<file path="src/rtl/rx_clk_lane.sv">
// D-PHY receive clock-lane monitor: tracks LP-11 -> LP-01 -> LP-00 -> HS entry and forwards the HS clock.
// Optional clock-miss timeout in HS_CLK is enabled by defining RX_CLK_LANE_MISS_DETECT_EN.
module rx_clk_lane #(
  parameter int Tclk_term_en = 2,
  parameter int Tclk_miss    = 4
) (
  input  logic       clk,
  input  logic       rst,
  input  logic       CLKDp,
  input  logic       CLKDn,
  output logic       RX_HS_CLK,
  output logic [2:0] state
);

  if (Tclk_term_en < 1 || Tclk_miss < 1) begin : g_bad_param
    $error("rx_clk_lane: Tclk_term_en and Tclk_miss must be >= 1");
  end

  typedef enum logic [2:0] {
    S_STOP      = 3'd0,
    S_HS_RQST   = 3'd1,
    S_HS_PRPR   = 3'd2,
    S_HS_CLK    = 3'd3,
    S_WAIT_STOP = 3'd4
  } state_t;

  localparam int TW = $clog2(Tclk_term_en) + 1;

  state_t          state_q, state_d;
  logic [TW-1:0]   term_cnt, term_cnt_d, term_inc;
  logic [1:0]      ls;

  assign ls       = {CLKDp, CLKDn};
  assign term_inc = (term_cnt == {TW{1'b1}}) ? term_cnt : term_cnt + 1'b1;
  assign state    = state_q;

`ifdef RX_CLK_LANE_MISS_DETECT_EN
  localparam int MW = $clog2(Tclk_miss) + 1;
  logic [MW-1:0] miss_cnt, miss_cnt_d, miss_inc;
  assign miss_inc = (miss_cnt == {MW{1'b1}}) ? miss_cnt : miss_cnt + 1'b1;
`endif

  always_ff @(posedge clk) begin
    if (rst) begin
      state_q  <= S_STOP;
      term_cnt <= '0;
`ifdef RX_CLK_LANE_MISS_DETECT_EN
      miss_cnt <= '0;
`endif
    end else begin
      state_q  <= state_d;
      term_cnt <= term_cnt_d;
`ifdef RX_CLK_LANE_MISS_DETECT_EN
      miss_cnt <= miss_cnt_d;
`endif
    end
  end

  always_comb begin
    state_d    = state_q;
    term_cnt_d = term_cnt;
`ifdef RX_CLK_LANE_MISS_DETECT_EN
    miss_cnt_d = miss_cnt;
`endif
    case (state_q)
      S_STOP: begin
        if (ls == 2'b01) state_d = S_HS_RQST;
      end
      S_HS_RQST: begin
        case (ls)
          2'b00: begin
            state_d    = S_HS_PRPR;
            term_cnt_d = '0;
          end
          2'b11:   state_d = S_STOP;
          2'b10:   state_d = S_WAIT_STOP;
          default: state_d = S_HS_RQST;
        endcase
      end
      S_HS_PRPR: begin
        // The LP-00 sample that entered prepare counts as the first prepare cycle.
        if (ls == 2'b11) begin
          state_d = S_STOP;
        end else begin
          term_cnt_d = term_inc;
          if (int'(term_inc) >= Tclk_term_en - 1) begin
            state_d = S_HS_CLK;
`ifdef RX_CLK_LANE_MISS_DETECT_EN
            miss_cnt_d = '0;
`endif
          end
        end
      end
      S_HS_CLK: begin
        if (ls == 2'b11) begin
          state_d = S_STOP;
`ifdef RX_CLK_LANE_MISS_DETECT_EN
        end else if (ls == 2'b00) begin
          // Only equal lines count as a miss; complementary lines mean the clock is alive.
          miss_cnt_d = miss_inc;
          if (int'(miss_cnt) >= Tclk_miss - 1) state_d = S_WAIT_STOP;
        end else begin
          miss_cnt_d = '0;
`endif
        end
      end
      S_WAIT_STOP: begin
        if (ls == 2'b11) state_d = S_STOP;
      end
      default: state_d = S_STOP;
    endcase
  end

  // The HS clock can outrun clk, so it is gated straight from the pad, never registered.
  always_comb begin
    RX_HS_CLK = (state_q == S_HS_CLK) && CLKDp;
  end

endmodule

</file>
<file path="config.mk">
export PLATFORM = sky130hd
export DESIGN_NAME = rx_clk_lane
export DESIGN_NICKNAME = d
export VERILOG_FILES = /design/src/rtl/rx_clk_lane.sv
export SDC_FILE = /design/constraint.sdc
export NUM_CORES = 1
export LEC_CHECK = 0
export ABC_AREA = 1
export BUFFER_PORTS_ARGS = -buffer_cell sky130_fd_sc_hd__buf_4
export CAP_MARGIN = 5
export CELL_PAD_IN_SITES_DETAIL_PLACEMENT = 0
export CELL_PAD_IN_SITES_GLOBAL_PLACEMENT = 1
export CORE_AREA = 3 3 40 42
export CTS_BUF_LIST = sky130_fd_sc_hd__clkbuf_8
export DETAILED_ROUTE_END_ITERATION = 6
export DIE_AREA = 0 0 43 45
export HOLD_SLACK_MARGIN = 0.15
export PLACE_DENSITY_LB_ADDON = 0.12
export SYNTH_ARGS = -nofsm -noshare
export SYNTH_HDL_FRONTEND = slang
export SYNTH_SLANG_ARGS = --single-unit
</file>
<file path="constraint.sdc">
create_clock -name clk -period 1.03 [get_ports clk]
set_clock_uncertainty 0.05 [all_clocks]
set_input_delay 0.206 -clock clk [delete_from_list [all_inputs] [get_ports clk]]
set_output_delay 0.206 -clock clk [all_outputs]
set_load 0.01 [all_outputs]
</file>
After elaboration in Yosys (flattened, before gate mapping)
Index checks and enable logic that the tools add are counted.

Register bits: 5. Bits of input ports: 4. Output and inout bits: 4. Word-level logic and storage cells: 34.

$add $sub $neg: 1. $lt $le $gt $ge: 1. Equal/unequal tests: 13. Multiplexer cells: 10. Reductions and logical operators: 7.

Operators by type and width (number): 3-bit 2-to-1 mux (4); 3-bit one-hot mux with 4 select lines (1); 3-bit one-hot mux with 3 select lines (1); 2-bit == test, second input constant (3); 3-bit by 2-bit == test with 1-bit output, second input constant (2); 2-bit 2-to-1 mux (3); 2-bit != test, second input constant (3); 3-bit AND reduction (2); 2-bit one-hot mux with 2 select lines (1); 3-bit by 1-bit == test with 1-bit output, second input constant (1); 3-bit == test, second input constant (1); 3-bit logical NOT (1); 3-bit != test, second input constant (1); 2-bit by 1-bit adder with 2-bit output, second input constant (1); 2-bit by 1-bit == test with 1-bit output, second input constant (1); 2-bit by 1-bit >= comparator with 1-bit output, second input constant (1); 2-bit logical NOT (1); 2-bit by 1-bit != test with 1-bit output, second input constant (1); 2-bit nonzero test (1); 2-bit OR reduction (1); 1-bit logical AND (1).

Depth between registers and ports, before layout
Word-level depth: 6. Depth in mapped cells: 7.

Worst setup path after synthesis
Ideal clock, no wire load.

Kind: register to output. Start point: register state_q[0] (netlist: state[0]). End point: output RX_HS_CLK. Data arrival time: 0.833 ns. Path slack: -0.059 ns. Stages on the path, launching flop included: 3. Cell sequence: dfxtp_1 nand2_1 nor3_1.

Word-level cells in the longest chain between the ends: 2.

Ends and longest elaborated chain: start: declaration (RTL line 29) `state_t state_q, state_d;`; start signal: assignment (RTL line 51) `state_q <= state_d;`; 3-bit by 2-bit == test with 1-bit output (RTL line 116) `RX_HS_CLK = (state_q == S_HS_CLK) && CLKDp;`; 1-bit logical AND (RTL line 116); end: declaration (RTL line 11) `output logic RX_HS_CLK,`.

No other way between the ends.

Final worst setup path
Start point: register state_q[2] (netlist: state[2]). End point: output RX_HS_CLK.

Same word-level chain as after synthesis.

==> results.md <==
- Status: complete, but fails checks
- Failing checks: negative setup slack
- Starting density of the core: ~17%
- Avg Inst Size Synth: between 6 and 7 um^2
- 1st-iter DRT viols: 3
- Nets@finish: 58
- Slowest-stage cell, CP: dfxtp_4
- First-pass GRT wire length: about 1.2 mm
- Post-Syn Area: 221 um^2
- CTS tree: yes
- XOR/XNOR Fraction of Synth Area: 0%
- Vias in the first global route: roughly 300
- Area added between synthesis and finish: 118%
- Worst hold path depth: 3
- Final setup viols: 5
- Detailed Routing Iterations Pass 1: 4
- Slew margin rel.: a little over four fifths
- Setup TNS: -324 ps
- Standard-cell rows: 13
- Latest clock arrival within the worst-skew pair: about 220 ps
- Placed cell area: 320 um^2
- Hold slack final: 249 ps
- Fin. max-slew vios: 0
- Wire per inst: about 11 um
- Hold Fails Final Rpt: 0
- Adder-cell area share of the yosys netlist: 0%
- Startpoint types: flop
- Syn nets: 37
- CTS Buf Count: 3
- Critical Path Max Stage Delay: roughly 360 ps
- Total power: ~0.64 mW
- Clock-pin slew on the worst setup and hold paths: ~30 ps
- Worst Path Required: about 770 ps
- Initial antenna violation count: 0
- Port buffer count: 7
- Max IR drop VDD: between 0.9 and 1 mV
- Post-synthesis sequential area ratio: roughly 27%
- Post-DRT Antenna Nets: 0
- Max_cap viols: 0
- Minimum clock period: 1140 ps
- Largest family of logic cells by synthesized area: simple AND/OR/NAND/NOR gates
- Simple-gate share of the synthesized area: between 50 and 60%
- Total grt overflow: 0
- Post-synthesis cell type count: 13
- Share of post-route cells with drive strength above 1: between 60% and 70%
- Largest register FFs: 3
- CP bufs+invs: 1
- Deepest clock path buffer count: 2
- Post-Syn Instances: 33
- YS warnings: 0
- Post-synth top area share: 27.1%
- Vias per inst: 4.41
- Total Wirelength: just under 800 um
- Final Util: between 30% and 40%
- Worst Path Arrival: ~900 ps
- Register bit count reported by yosys: 3
- Die area: ~0.0019 mm^2
- Critical path, cell by cell: nor3_2, buf_4
- Leak Pwr: 0.236 nW
- Top delay family on crit path: flip-flops
- CTS sink cnt: 3
- RSZ-0062 raised after global routing: yes
- Largest net degree at the start of global routing: 8
- Gpl congestion: between 0.6 and 0.7
- H-tree levels: 1
- Cell count after placement: 58
- Worst-path fanout max: 5
- IO Count: 8
- Most frequent cells in the layout: buf_4 (10), inv_1 (6), nand2_1 (6), buf_6 (5)
- Core area: 0.00128 mm^2
- PnR worst setup slack: -113 ps
- Tcrit/Tclk final: 111%
- Post-DP HPWL: approximately 460 um
- Remaining DRCs: 0
- Levels on crit path: 2
- GRT Resource Usage Total: approximately 8.6%
- Compound-Gate Fraction of Synth Area: about 6.8%
- Pwr Density: 1340 mW/mm^2
- Multiplexer share of the synthesized area: 0%
- Hold/Removal Path Class: input pin to flop
- Worst setup EP type: output port
- R2R cell count: 7
- Commonest non-fill, non-tap cell in the layout: buf_4
- Post-Layout Cell Count: slightly below 70
- Clock Root Buffer: clkbuf_8
- Synth top area cells: dfxtp_1 (27%), nand2_1 (14%), nand3_1 (11%)
- Cell taking the most area after synthesis: dfxtp_1
- Ant. Diodes: 0
- Worst-margin pin slew: 243 ps
- WS Path Type: flop to output port
- Vias: 300
- Design area: between 400 and 500 um^2
- Max Freq: approximately 900 MHz
- Die Width: between 40 and 50 um
- Chip height: ~45 um
- Dpl ws: -35.2 ps
[kinds of logic after synthesis]
family | Yosys count
AND/OR/NAND/NOR | 20
buffers and inverters | 7
flip-flops | 3
AO/OA/AOI/OAI | 3
[cells in the mapped netlist]
library cell	instances
nand2_1	8
inv_1	6
nand3_1	5
dfxtp_1	3
a21oi_1	2
nand4_1	2
inv_2	1
nand3_4	1
nand4_2	1
nor2_2	1
nor2_4	1
nor3_1	1
o21ai_0	1
[worst paths after layout]
path                               from               endpoint  slack, ps
hold / removal                    CLKDp  state[2]$_SDFFE_PP0P_        250
setup reg to reg  state[1]$_SDFFE_PP0P_  state[0]$_SDFFE_PP0P_        -90
hold reg to reg   state[2]$_SDFFE_PP0P_  state[2]$_SDFFE_PP0P_        500
setup / recovery  state[2]$_SDFFE_PP0P_              RX_HS_CLK       -110
[area by class of cell]
class	instances	area, um^2
Multi-Input combinational cell	23	176
Timing Repair Buffer	16	141
Inverter	7	28.8
Clock inverter	1	3.75
Sequential cell	3	71.3
Fill cell	139	803
Clock buffer	3	41.3
Tap cell	15	18.8
[timing repair]
action | 4_1_cts | 5_1_grt
setup buffers | 2 | 3
setup endpoints to repair | 4 | 6
hold buffers | 1 | 0
resized for setup | 8 | 13
pin swaps | 1 | 8
endpoints found under the hold margin | 2 | 0
[per-layer routing]
layer	track usage, %	up-vias	part of all wire [%]
li1	-	153	-
met1	7.43	137	39
met2	15.6	6	55
met3	3.59	4	1.9
met4	7.23	0	3.7
met5	0	-	0
[tightest hold or removal path: stages]
cell     delay [ps]
buf_4           120
nand4_1          90
a21oi_1          60
[power breakdown]
part | leakage (nW) | switching, mW | internal (mW)
clock | 0.0269 | 0.0792 | 0.254
sequential | 0.0267 | 0.0104 | 0.124
combinational | 0.182 | 0.0867 | 0.0888
Note: power is estimated with default switching activity, not from simulation.
